**config.mk**
```make
export PLATFORM = sky130hd
export DESIGN_NAME = datamover_mm2s_reader
export DESIGN_NICKNAME = d
export VERILOG_FILES = /design/src/rtl/dso_dm_pkg.sv /design/src/rtl/datamover_mm2s_reader.sv
export SDC_FILE = /design/constraint.sdc
export NUM_CORES = 1
export LEC_CHECK = 0
export ABC_CLOCK_PERIOD_IN_PS = 7000
export CORE_AREA = 2 2 165 167
export DETAILED_ROUTE_END_ITERATION = 8
export DIE_AREA = 0 0 167 169
export DONT_BUFFER_PORTS = 1
export SLEW_MARGIN = 20
export SYNTH_ARGS = -nofsm -noshare
export SYNTH_HDL_FRONTEND = slang
export SYNTH_SLANG_ARGS = --single-unit
```
**constraint.sdc**
```tcl
create_clock -name axi_aclk -period 7 [get_ports axi_aclk]
set_clock_uncertainty 0.05 [all_clocks]
set_input_delay 1.4 -clock axi_aclk [delete_from_list [all_inputs] [get_ports axi_aclk]]
set_output_delay 1.4 -clock axi_aclk [all_outputs]
set_load 0.02 [all_outputs]
```
**src/rtl/dso_dm_pkg.sv**
```systemverilog
// ---------------------------------------------------------------------------
// dso_dm_pkg
//   Shared definitions for the DataMover MM2S readout block:
//   - reader FSM state encoding
//   - bit positions of the 72-bit DataMover command word
//   - INCR / EOF field values and the 16-byte stream beat size
//   - pack_cmd(): builds a 72-bit MM2S command from BTT, address and tag
// ---------------------------------------------------------------------------
package dso_dm_pkg;

  typedef enum logic [1:0] {
    IDLE = 2'd0,
    CMD  = 2'd1,
    DATA = 2'd2,
    FIN  = 2'd3
  } state_e;

  localparam int unsigned BEAT_BYTES = 16;   // 128-bit stream beat

  localparam int CMD_W        = 72;
  localparam int CMD_BTT_LSB  = 0;
  localparam int CMD_BTT_W    = 23;
  localparam int CMD_TYPE_BIT = 23;
  localparam int CMD_DSA_LSB  = 24;
  localparam int CMD_DSA_W    = 6;
  localparam int CMD_EOF_BIT  = 30;
  localparam int CMD_DRR_BIT  = 31;
  localparam int CMD_ADDR_LSB = 32;
  localparam int CMD_TAG_LSB  = 64;
  localparam int CMD_TAG_W    = 4;
  localparam int CMD_RSVD_LSB = 68;
  localparam int CMD_RSVD_W   = 4;

  localparam logic CMD_TYPE_INCR = 1'b1;
  localparam logic CMD_EOF_SET   = 1'b1;

  function automatic logic [CMD_W-1:0] pack_cmd(input logic [CMD_BTT_W-1:0] btt,
                                                input logic [31:0]          saddr,
                                                input logic [CMD_TAG_W-1:0] tag);
    logic [CMD_W-1:0] c;
    c                               = '0;
    c[CMD_BTT_LSB +: CMD_BTT_W]     = btt;
    c[CMD_TYPE_BIT]                 = CMD_TYPE_INCR;
    c[CMD_DSA_LSB +: CMD_DSA_W]     = '0;
    c[CMD_EOF_BIT]                  = CMD_EOF_SET;
    c[CMD_DRR_BIT]                  = 1'b0;
    c[CMD_ADDR_LSB +: 32]           = saddr;
    c[CMD_TAG_LSB +: CMD_TAG_W]     = tag;
    c[CMD_RSVD_LSB +: CMD_RSVD_W]   = '0;
    return c;
  endfunction

endpackage

```
**src/rtl/datamover_mm2s_reader.sv**
```systemverilog
// ---------------------------------------------------------------------------
// datamover_mm2s_reader
//   Reads a run of fixed-size blocks out of a DDR3 ring buffer through an
//   AXI DataMover MM2S channel and forwards the data beats to a consumer.
//   One command is outstanding at a time; the address walks the ring and
//   wraps from BUF_BASE+BUF_SIZE back to BUF_BASE.
//
// Parameters
//   BTT_BYTES  bytes per MM2S command (multiple of 16)
//   BUF_BASE   ring start byte address
//   BUF_SIZE   ring length in bytes (multiple of BTT_BYTES)
//
// Ports
//   axi_aclk, rst          clock, synchronous active-high reset
//   start/start_addr/num_cmds  launch pulse, first address, command count
//   abort                  level stop request (current command is drained)
//   axis_cmd_*             72-bit DataMover command stream (out)
//   axis_data_*            128-bit DataMover read data (in)
//   m_axis_*               128-bit sample stream to the consumer (out)
//   busy/done/err          status; err is sticky until rst
//   beats_out              consumer beats since the last accepted start
//
// Build option
//   MM2S_READER_STATUS_EN  adds the DataMover status stream (axis_sts_*);
//                          each command then completes only after both its
//                          final data beat and its status beat.
// ---------------------------------------------------------------------------
module datamover_mm2s_reader
  import dso_dm_pkg::*;
#(
  parameter int unsigned BTT_BYTES = 4096,
  parameter logic [31:0] BUF_BASE  = 32'h0000_0000,
  parameter logic [31:0] BUF_SIZE  = 32'h1000_0000
) (
  input  logic         axi_aclk,
  input  logic         rst,
  input  logic         start,
  input  logic [31:0]  start_addr,
  input  logic [15:0]  num_cmds,
  input  logic         abort,
  output logic         axis_cmd_tvalid,
  input  logic         axis_cmd_tready,
  output logic [71:0]  axis_cmd_tdata,
  input  logic         axis_data_tvalid,
  output logic         axis_data_tready,
  input  logic [127:0] axis_data_tdata,
  input  logic         axis_data_tlast,
  output logic         m_axis_tvalid,
  input  logic         m_axis_tready,
  output logic [127:0] m_axis_tdata,
  output logic         m_axis_tlast,
  output logic         busy,
  output logic         done,
  output logic         err,
  output logic [31:0]  beats_out
`ifdef MM2S_READER_STATUS_EN
  ,
  input  logic         axis_sts_tvalid,
  output logic         axis_sts_tready,
  input  logic [7:0]   axis_sts_tdata
`endif
);

  localparam logic [18:0] LAST_BEAT = 19'(BTT_BYTES / BEAT_BYTES - 1);
  localparam logic [31:0] BTT_INC   = 32'(BTT_BYTES);
  localparam logic [31:0] RING_END  = BUF_BASE + BUF_SIZE;

  state_e      state_q;
  logic [31:0] addr_q, beats_q;
  logic [15:0] ncmd_q, cidx_q;
  logic [18:0] beat_q;
  logic        cmd_vld_q, busy_q, done_q, err_q, abort_q;

  logic        in_data, data_open, last_beat, last_cmd, stop_req;
  logic        beat_hs, fin_beat, data_exit, tlast_bad;
  logic [31:0] addr_inc, addr_d;

  assign in_data   = (state_q == DATA);
  assign last_beat = (beat_q == LAST_BEAT);
  assign last_cmd  = ((cidx_q + 16'd1) == ncmd_q);
  // abort may arrive on the very cycle of the final beat, so look at the
  // live input as well as the latched request
  assign stop_req  = abort | abort_q;
  assign addr_inc  = addr_q + BTT_INC;
  assign addr_d    = (addr_inc == RING_END) ? BUF_BASE : addr_inc;

`ifdef MM2S_READER_STATUS_EN
  logic fin_beat_q, sts_q, sts_hs, sts_bad;
  // once the final beat is through, the data path closes while the status
  // beat is awaited
  assign data_open       = in_data & ~fin_beat_q;
  assign sts_hs          = in_data & axis_sts_tvalid;
  assign sts_bad         = ~axis_sts_tdata[7] | (|axis_sts_tdata[6:4]);
  assign data_exit       = (fin_beat | fin_beat_q) & (sts_hs | sts_q);
  assign axis_sts_tready = ~rst;
`else
  assign data_open       = in_data;
  assign data_exit       = fin_beat;
`endif

  // zero-latency pass-through while in DATA; gated by rst so nothing is
  // offered before the first reset edge has settled the state register
  assign m_axis_tvalid    = data_open & axis_data_tvalid & ~rst;
  assign axis_data_tready = data_open & m_axis_tready & ~rst;
  assign m_axis_tdata     = axis_data_tdata;
  assign m_axis_tlast     = data_open & last_beat & (last_cmd | stop_req);

  assign beat_hs   = m_axis_tvalid & m_axis_tready;
  assign fin_beat  = beat_hs & last_beat;
  assign tlast_bad = beat_hs & (axis_data_tlast != last_beat);

  assign axis_cmd_tvalid = cmd_vld_q & ~rst;
  assign axis_cmd_tdata  = pack_cmd(23'(BTT_BYTES), addr_q, cidx_q[3:0]);
  assign busy            = busy_q & ~rst;
  assign done            = done_q & ~rst;
  assign err             = err_q & ~rst;
  assign beats_out       = beats_q;

  always_ff @(posedge axi_aclk) begin
    if (rst) begin
      state_q   <= IDLE;
      addr_q    <= '0;
      beats_q   <= '0;
      ncmd_q    <= '0;
      cidx_q    <= '0;
      beat_q    <= '0;
      cmd_vld_q <= 1'b0;
      busy_q    <= 1'b0;
      done_q    <= 1'b0;
      err_q     <= 1'b0;
      abort_q   <= 1'b0;
`ifdef MM2S_READER_STATUS_EN
      fin_beat_q <= 1'b0;
      sts_q      <= 1'b0;
`endif
    end else begin
      done_q <= 1'b0;
      if (beat_hs)   beats_q <= beats_q + 32'd1;
      if (tlast_bad) err_q   <= 1'b1;

      case (state_q)
        IDLE: begin
          if (start) begin
            addr_q  <= start_addr;
            ncmd_q  <= num_cmds;
            cidx_q  <= '0;
            beat_q  <= '0;
            beats_q <= '0;
            abort_q <= 1'b0;
            busy_q  <= 1'b1;
            if (num_cmds == 16'd0) begin
              state_q <= FIN;
              done_q  <= 1'b1;
            end else begin
              state_q   <= CMD;
              cmd_vld_q <= 1'b1;
            end
          end
        end

        CMD: begin
          // a command that handshakes is owed its data even if abort is
          // seen on the same cycle, so it is drained before finishing
          if (axis_cmd_tready) begin
            cmd_vld_q <= 1'b0;
            state_q   <= DATA;
            if (abort) abort_q <= 1'b1;
          end else if (abort) begin
            cmd_vld_q <= 1'b0;
            state_q   <= FIN;
            done_q    <= 1'b1;
          end
        end

        DATA: begin
          if (abort)   abort_q <= 1'b1;
          if (beat_hs) beat_q  <= last_beat ? 19'd0 : beat_q + 19'd1;
`ifdef MM2S_READER_STATUS_EN
          if (fin_beat) fin_beat_q <= 1'b1;
          if (sts_hs) begin
            sts_q <= 1'b1;
            if (sts_bad) err_q <= 1'b1;
          end
`endif
          if (data_exit) begin
            addr_q <= addr_d;
            cidx_q <= cidx_q + 16'd1;
`ifdef MM2S_READER_STATUS_EN
            fin_beat_q <= 1'b0;
            sts_q      <= 1'b0;
`endif
            if (last_cmd | stop_req) begin
              state_q <= FIN;
              done_q  <= 1'b1;
            end else begin
              state_q   <= CMD;
              cmd_vld_q <= 1'b1;
            end
          end
        end

        FIN: begin
          state_q <= IDLE;
          busy_q  <= 1'b0;
        end

        default: state_q <= IDLE;
      endcase
    end
  end

endmodule

```
### Word-level counts from Yosys, hierarchy flattened

Cells that the tools add are included.

* equality and inequality tests: 14
* add/sub/neg operators: 4
* multipliers: 0
* shift-type cells: 0
* multiplexer cells: 41
* $lt $le $gt $ge: 0
* reductions and logical operators: 12
* div/mod/pow operators: 0
* bitwise operators: 16

Operators with widths (count)
* 32-bit two-way mux: 6
* 32-bit one-hot mux with 2 select lines: 1
* 19-bit two-way mux: 3
* 19-bit one-hot mux with 2 select lines: 1
* 32-bit by 1-bit adder with 32-bit output (second input constant): 1
* 32-bit by 13-bit adder with 32-bit output (second input constant): 1
* 32-bit by 29-bit == test with 1-bit output (second input constant): 1
* 16-bit two-way mux: 2
* 16-bit one-hot mux with 2 select lines: 1
* 19-bit by 1-bit adder with 19-bit output (second input constant): 1
* 19-bit by 8-bit == test with 1-bit output (second input constant): 1
* 16-bit by 1-bit adder with 16-bit output (second input constant): 1
* 16-bit == test: 1
* 16-bit logical NOT: 1
* 1-bit two-way mux: 16
* 1-bit bitwise AND: 13
* 2-bit two-way mux: 6
* 3-bit AND reduction: 4
* 1-bit one-hot mux with 3 select lines: 3
* 2-bit != test (second input constant): 4
* 2-bit one-hot mux with 4 select lines: 1
* 6-bit AND reduction: 1
* 2-bit == test (second input constant): 2
* 2-bit by 1-bit != test with 1-bit output (second input constant): 2
* other kinds (10): 13

* bits in read-only memories: 0
* bits of input ports: 184
* register bits: 122
* output and inout port bits: 239
* latch bits: 0
* logic and storage cells: 98
* memories kept: 0
* memory bits (writable): 0

### Longest topological paths before layout

Gate-level depths: netlist of run 1.

* depth after elaboration: 7
* mapped depth: 11
* mapped depth without buffers: 10

### Worst setup path after synthesis of run 1

No wires, ideal clock.

* path type: reg2out
* from: reg cidx_q[0]
* to: out m_axis_tlast
* path buffers: 1
* arrival time: 2.367 ns
* data required time: 5.550 ns
* setup slack: 3.183 ns
* stages on the path, launching flop included: 11
* cell sequence: dfxtp_1 -> ha_1 -> clkbuf_1 -> nand3_1 -> nor2_1 -> xnor2_1 -> nor4_1 -> o2111ai_1 -> nor4_1 -> nor2_1 -> nor2_1

* cells in the longest elaborated chain, start to end: 4

RTL lines
* start, declared: RTL line datamover_mm2s_reader.sv:70 `logic [15:0] ncmd_q, cidx_q;`
* start signal, assigned: RTL line datamover_mm2s_reader.sv:187 `cidx_q <= cidx_q + 16'd1;`
* 16-bit by 1-bit adder with 16-bit output: RTL line datamover_mm2s_reader.sv:80 `assign last_cmd = ((cidx_q + 16'd1) == ncmd_q);`
* 16-bit == test: RTL line datamover_mm2s_reader.sv:80
* 1-bit OR: RTL line datamover_mm2s_reader.sv:106 `assign m_axis_tlast = data_open & last_beat & (last_cmd | stop_req);`
* 1-bit bitwise AND: RTL line datamover_mm2s_reader.sv:106
* end, declared: RTL line datamover_mm2s_reader.sv:51 `output logic m_axis_tlast,`

No other way between the ends.

### Final worst setup path of run 1

Same ends and word-level chain as after synthesis.

==> results.json, run 1 <==
{
  "fin_crit_sh_pct": 72.5,
  "synthMuxAreaShare_pct": 1.10,
  "setup_viol": 0,
  "htreeDepth": 4,
  "drive_gt1_share_pct": 5.87,
  "ys_ff_latch": 122,
  "synth_edf_count": 0,
  "arrival_ps": 3620,
  "drc": 0,
  "portBuffers": 0,
  "totalWireLength_mm": 20.5,
  "grt_overflow_total": 0,
  "first_global_vias": 5667,
  "async_flop_share_pct": 0,
  "synth_top_area_share_pct": 31.4,
  "dr.pass1.iters": 5,
  "synth_largest_area_cell": "dfxtp_1",
  "end_kind": "primary output",
  "maxCapViolations": 0,
  "cp_slowest_stage_delay_ps": 650,
  "wire_per_inst_um": 17.2,
  "grt_setup_unrepaired": "no",
  "cts_setup_buffers": 0,
  "hold_class": "flip-flop to flip-flop",
  "worst_pin_slew_ps": 1070,
  "synthSimpleGateAreaFrac_pct": 23.9,
  "ys_top_cells_by_count": "buf_4, dfxtp_1, nor2_1",
  "ys.flop_type": "dfxtp_1",
  "post_cts_resized": 0,
  "areaGrowthSynthToFinish_pct": -4.17,
  "rows": 60,
  "synth_top_family_by_area": "simple AND/OR/NAND/NOR gates",
  "synth-xor-area-share_pct": 6.99,
  "critical_path_class": "flip-flop to primary output",
  "fin_crit_ps": 5070,
  "synth.most_common_cell": "buf_4",
  "postSynthCellCount": 998,
  "syn_area_per_cell_um2": 7.78,
  "whs_ps": 414,
  "path_clk_slew_ps": 60,
  "drv_slew": 0,
  "dr_total_vias": 6097,
  "crit_family": "simple AND/OR/NAND/NOR gates",
  "grt_pass1_wl_mm": 31.5,
  "cp_max_fo": 8,
  "numCtsBuffers": 17,
  "status": "complete, no violations",
  "ant_nets": 0,
  "ys_seq_area_share_pct": 31.4,
  "finalNetCount": 1031,
  "clock.fmax_ghz": 0.197,
  "clock-root-buffer": "clkbuf_16",
  "cpMaxStageDelayCell": "nor4_1",
  "synth_compound_area_share_pct": 15.1,
  "path_common_cell": "nor2_1",
  "synthDistinctLibCells": 62,
  "startpoint_type": "flip-flop",
  "setup_tns_ps": 0,
  "critPathBufInv": 0,
  "first_iter_violations": 404,
  "cp_cell_sequence": "ha_1, nand3_1, nor2_1, xnor2_1, nor4_1, o2111ai_1, nor4_1, nor2_1, nor2_1",
  "cts_tree": "done",
  "antenna_found_initial": 2,
  "grt_max_degree": 55,
  "ctsHoldBuffers": 0,
  "die_y_um": 169,
  "initial_core_util_pct": 29.3,
  "power.leakage_nw": 2.51,
  "peakVddDrop_mv": 0.215,
  "post_synth_instance_area_mm2": 0.00777,
  "die-area_mm2": 0.0282,
  "synth_fa_ha_area_share_pct": 1.29,
  "power_density_mw_per_mm2": 334,
  "cts_sinks": 122,
  "worstPathRequired_ps": 5550,
  "clk_path_buf_depth": 2,
  "clock_latency_ps": 420,
  "via_per_inst": 5.10,
  "hold_violations": 0,
  "die_x_um": 167,
  "gp_congestion": 0.801,
  "relSlewSlack_pct": 28.4,
  "ioPinCount": 423,
  "core_mm2": 0.0265,
  "ys_warn_count": 0,
  "dp_hpwl_mm": 14.9,
  "synthTopCellsByArea": "dfxtp_1, buf_4, xnor2_1",
  "grt_util_all_layers_pct": 14.1
}
==> worst min-delay path, stage by stage, from the launching register on <==
cell,delay (ps)
dfxtp_1,320
nand2_1,50
a21oi_1,50
==> final cells by class <==
| type | instances | area [µm²] |
|---|---|---|
| flip-flops and latches | 122 | 2440 |
| diodes | 2 | 5.00 |
| well taps | 341 | 427 |
| fillers | 2813 | 19100 |
| inverters | 23 | 86.3 |
| clock inverters | 14 | 116 |
| clock buffers | 18 | 429 |
| repair buffers | 5 | 37.5 |
| multi-input cells | 670 | 3900 |
==> logic make-up (layout without fill, tap and decap cells) <==
kind of cell,after synthesis,in the layout
buffers and inverters,240,60
adders and majority gates,8,8
AOI/OAI and AO/OA,192,192
other,2,38
DFF,122,122
muxes,7,7
and+or+nand+nor,365,365
xor gates and xnor gates,62,62
==> flip-flops by register name (all words and copies together), names as in the netlist <==
register   flops
addr_q        32
beats_out     32
beat_q        19
cidx_q        16
ncmd_q        16
state_q        2
abort_q        1
busy_q         1
cmd_vld_q      1
done_q         1
err_q          1
==> layer usage <==
layer	GRT usage [%]	routed length, µm
met1	16.0	8370
met2	23.3	9710
met5	0	0
met4	7.20	821
met3	5.19	1650
==> power by group <==
part	switching (W)	internal, W
Combinational	0.000348	0.000203
Clock	0.000367	0.000460
Sequential	0.000300	0.000809
Total	0.00101	0.00147
==> placed cells by master, fill, tap and decap left out, drive strengths merged, types with 12 or more instances in the layout <==
cell / instances
or3: 14
inv: 28
nand3: 33
conb: 36
a22o: 12
nor3: 27
dfxtp: 122
nand4: 29
o21ai: 53
clkbuf: 18
xnor2: 39
nand2: 85
nor2b: 14
a21oi: 67
and3: 18
nor4: 22
nor2: 88
xor2: 23
==> final timing paths <==
path | startpoint | endpoint | slack, ps | cells after the start
min reg2reg | ncmd_q[5] | ncmd_q[5] | 410 | 2
min | ncmd_q[5] | ncmd_q[5] | 410 | 2
max | cidx_q[0] | m_axis_tlast | 1930 | 9
max reg2reg | addr_q[12] | addr_q[20] | 3430 | 9
==> metrics by stage <==
step / util, % / worst slack, ps / instances / instance area (µm²) / power (W)
6_report: 28.1 / 1930 / 1195 / 7440 / 0.00249
5_1_grt: 28.1 / 1630 / 1195 / 7440 / 0.00263
4_1_cts: 28.1 / 1860 / 1193 / 7440 / 0.00251
3_5_place_dp: 26.0 / 2330 / 1161 / 6890 / 0.00167
3_3_place_gp: 26.0 / 2320 / 1161 / 6890 / 0.00166
2_1_floorplan: - / 3180 / 1032 / 7890 / 0.00164
(Power assumes the default switching activity.)
==> run 2: changes to the inputs <==
--- a/config.mk
+++ b/config.mk
@@ -5,10 +5,11 @@
 export SDC_FILE = /design/constraint.sdc
 export NUM_CORES = 1
 export LEC_CHECK = 0
-export ABC_CLOCK_PERIOD_IN_PS = 7000
-export CORE_AREA = 2 2 165 167
+export ABC_AREA = 1
+export ABC_CLOCK_PERIOD_IN_PS = 4900
+export CORE_AREA = 2 2 162 164
 export DETAILED_ROUTE_END_ITERATION = 8
-export DIE_AREA = 0 0 167 169
+export DIE_AREA = 0 0 164 166
 export DONT_BUFFER_PORTS = 1
 export SLEW_MARGIN = 20
 export SYNTH_ARGS = -nofsm -noshare
==> constraint.sdc (replaced) <==
create_clock -name axi_aclk -period 4.9 [get_ports axi_aclk]
set_clock_uncertainty 0.05 [all_clocks]
set_input_delay 0.98 -clock axi_aclk [delete_from_list [all_inputs] [get_ports axi_aclk]]
set_output_delay 0.98 -clock axi_aclk [all_outputs]
set_load 0.02 [all_outputs]
==> results.json, run 2 <==
{
  "ctsHoldBuffers": 0,
  "portBuffers": 0,
  "final_cell_mix": "nand2_1, nor2_1, dfxtp_1",
  "worstPathRequired_ps": 3870,
  "ys_warn_count": 0,
  "die_x_um": 164,
  "dr_total_vias": 6406,
  "cp_max_fo": 8,
  "dr.pass1.iters": 5,
  "synth_largest_area_cell": "dfxtp_1",
  "drc": 0,
  "numCtsBuffers": 17,
  "ant_nets": 0,
  "cp_slowest_stage_delay_ps": 590,
  "syn_area_per_cell_um2": 7.04,
  "grt_util_all_layers_pct": 15.1,
  "antenna_found_initial": 3,
  "clock.fmax_ghz": 0.242,
  "worst_pin_slew_ps": 1040,
  "cts_tree": "done",
  "clk_path_buf_depth": 2,
  "cpMaxStageDelayCell": "dfxtp_1",
  "setup_slack_ps": 761,
  "synth_edf_count": 0,
  "post_synth_instance_area_mm2": 0.00795,
  "combPwrFrac_pct": 31.0,
  "grt_setup_unrepaired": "no",
  "setup_viol": 0,
  "critical_path_class": "flip-flop to primary output",
  "areaGrowthSynthToFinish_pct": -3.42,
  "dp_slack_ps": 1170,
  "startpoint_type": "flip-flop",
  "cp_cell_sequence": "ha_1, nand2_1, nor2_2, nand2_1, nand2_1, nand2_1, nand2_1, nand3_1, nor2_1, nand2_1, nor2_1, nand2_1, nand2_1, nand2_2, nor2_1",
  "grt_max_degree": 43,
  "relSlewSlack_pct": 30.3,
  "drv_slew": 0,
  "switching_power_w": 0.00160,
  "gp_congestion": 0.862,
  "totalPowerFinal_w": 0.00377,
  "postSynthCellCount": 1129,
  "synthTopCellsByArea": "dfxtp_1, buf_4, nand2_1",
  "cts_setup_buffers": 0,
  "via_per_inst": 4.78,
  "path_common_cell": "nand2_1",
  "core_mm2": 0.0256,
  "status": "complete, no violations",
  "first_global_vias": 6165,
  "synth_top_area_share_pct": 30.7,
  "arrival_ps": 3110,
  "die_y_um": 166,
  "drive_gt1_share_pct": 8.38,
  "dp_hpwl_mm": 15.7,
  "hold_violations": 0,
  "post_cts_resized": 0,
  "fin_crit_sh_pct": 84.5,
  "synth.most_common_cell": "nand2_1",
  "critPathBufInv": 0,
  "final_common_cell": "nand2_1",
  "ys.flop_type": "dfxtp_1",
  "ioPinCount": 423,
  "die-area_mm2": 0.0272,
  "intPower_w": 0.00217,
  "first_iter_violations": 306,
  "htreeDepth": 4,
  "maxCapViolations": 0,
  "path_clk_slew_ps": 60,
  "ys_ff_latch": 122,
  "totalWireLength_mm": 20.5,
  "grt_pass1_wl_mm": 32.4,
  "synthDistinctLibCells": 48,
  "swShare_pct": 42.5,
  "peakVddDrop_mv": 0.253,
  "setup_tns_ps": 0,
  "ys_seq_area_share_pct": 30.7,
  "fillers": 2787,
  "grt_overflow_total": 0,
  "crit_family": "simple AND/OR/NAND/NOR gates",
  "clock_latency_ps": 420,
  "hold_class": "flip-flop to flip-flop",
  "power_density_mw_per_mm2": 491,
  "pwr-share-clk_pct": 30.6,
  "end_kind": "primary output",
  "initial_core_util_pct": 31.0,
  "wire_per_inst_um": 15.3,
  "pwr-share-seq_pct": 38.4,
  "clock-root-buffer": "clkbuf_16",
  "async_flop_share_pct": 0,
  "cts_sinks": 122,
  "power.leakage_nw": 2.92,
  "rows": 59,
  "fin_crit_ps": 4140,
  "ys_top_cells_by_count": "nand2_1, buf_4, nor2_1",
  "finalNetCount": 1182
}
[run 2: cell count changes after synthesis, moves of 12 or more]
cell	before	now
and3_1	18	0
nor2b_1	14	0
nand2_1	84	209
nand3_1	33	51
inv_1	22	95
xnor2_1	39	14
a22o_1	12	0
a221oi_1	1	13
nor2_1	88	144
clkbuf_1	29	15
nor4_1	21	6
or3_1	14	0
[run 2: cell families (layout without fill, tap and decap cells)]
family	count (synthesis)	after routing	synth area share (%)
flip-flops	122	122	30.7
AO/OA/AOI/OAI	145	145	10.6
buffers and inverters	296	135	22.2
adder cells (fa/ha/maj)	8	8	1.26
other	2	38	0.0945
XOR/XNOR	50	50	5.86
AND/OR/NAND/NOR	506	506	29.3
[run 2: layer usage]
| layer | wire length, µm | GRT usage (%) | vias up |
|---|---|---|---|
| li1 | - | - | 3178 |
| met1 | 8290 | 17.2 | 2893 |
| met2 | 9070 | 23.0 | 258 |
| met3 | 2250 | 7.39 | 75 |
| met4 | 904 | 8.16 | 2 |
| met5 | 18 | 0 | - |
[run 2: per-stage QoR]
step	instance area (µm²)	hold slack [ps]	utilization (%)	std cells
after detailed placement	7140	420	27.9	1306
after floorplan	8080	394	-	1163
final	7680	420	30.0	1339
after CTS	7670	428	29.9	1337
after global placement	7140	410	27.9	1306
after global routing	7670	450	30.0	1338
[run 2: worst reg2reg max path: cells and delay by family (launching register included)]
family / cells / cell delay, ps
AO/OA/AOI/OAI: 4 / 770
buffers and inverters: 4 / 1090
AND/OR/NAND/NOR: 2 / 860
flip-flops: 1 / 340
adder cells (fa/ha/maj): 1 / 270
[run 2: power by group through the flow]
stage	Clock, W	Sequential, W	Combinational (W)
CTS	0.00119	0.00145	0.00118
finish	0.00115	0.00145	0.00117
global route	0.00123	0.00147	0.00132
detailed placement	0	0.00148	0.00117
floorplan	0	0.00140	0.00112
global placement	0	0.00147	0.00116
[run 2: path summary, 6_finish.rpt]
kind / start / to / slack (ps) / depth (start not counted)
worst min register to register: ncmd_q[7] / ncmd_q[7] / 420 / 2
worst min-delay path: ncmd_q[7] / ncmd_q[7] / 420 / 2
worst max-delay path: cidx_q[0] / m_axis_tlast / 760 / 15
worst max register to register: state_q[0] / beat_q[2] / 1450 / 11
[run 2: final cells by class]
type	instances	area (µm²)	share of cell area [%]
multi-input cells	745	3870	50.4
clock inverters	13	95.1	1.24
clock buffers	18	439	5.72
flip-flops and latches	122	2440	31.8
diodes	2	5.00	0.0652
well taps	335	419	5.46
repair buffers	5	37.5	0.489
inverters	99	372	4.84
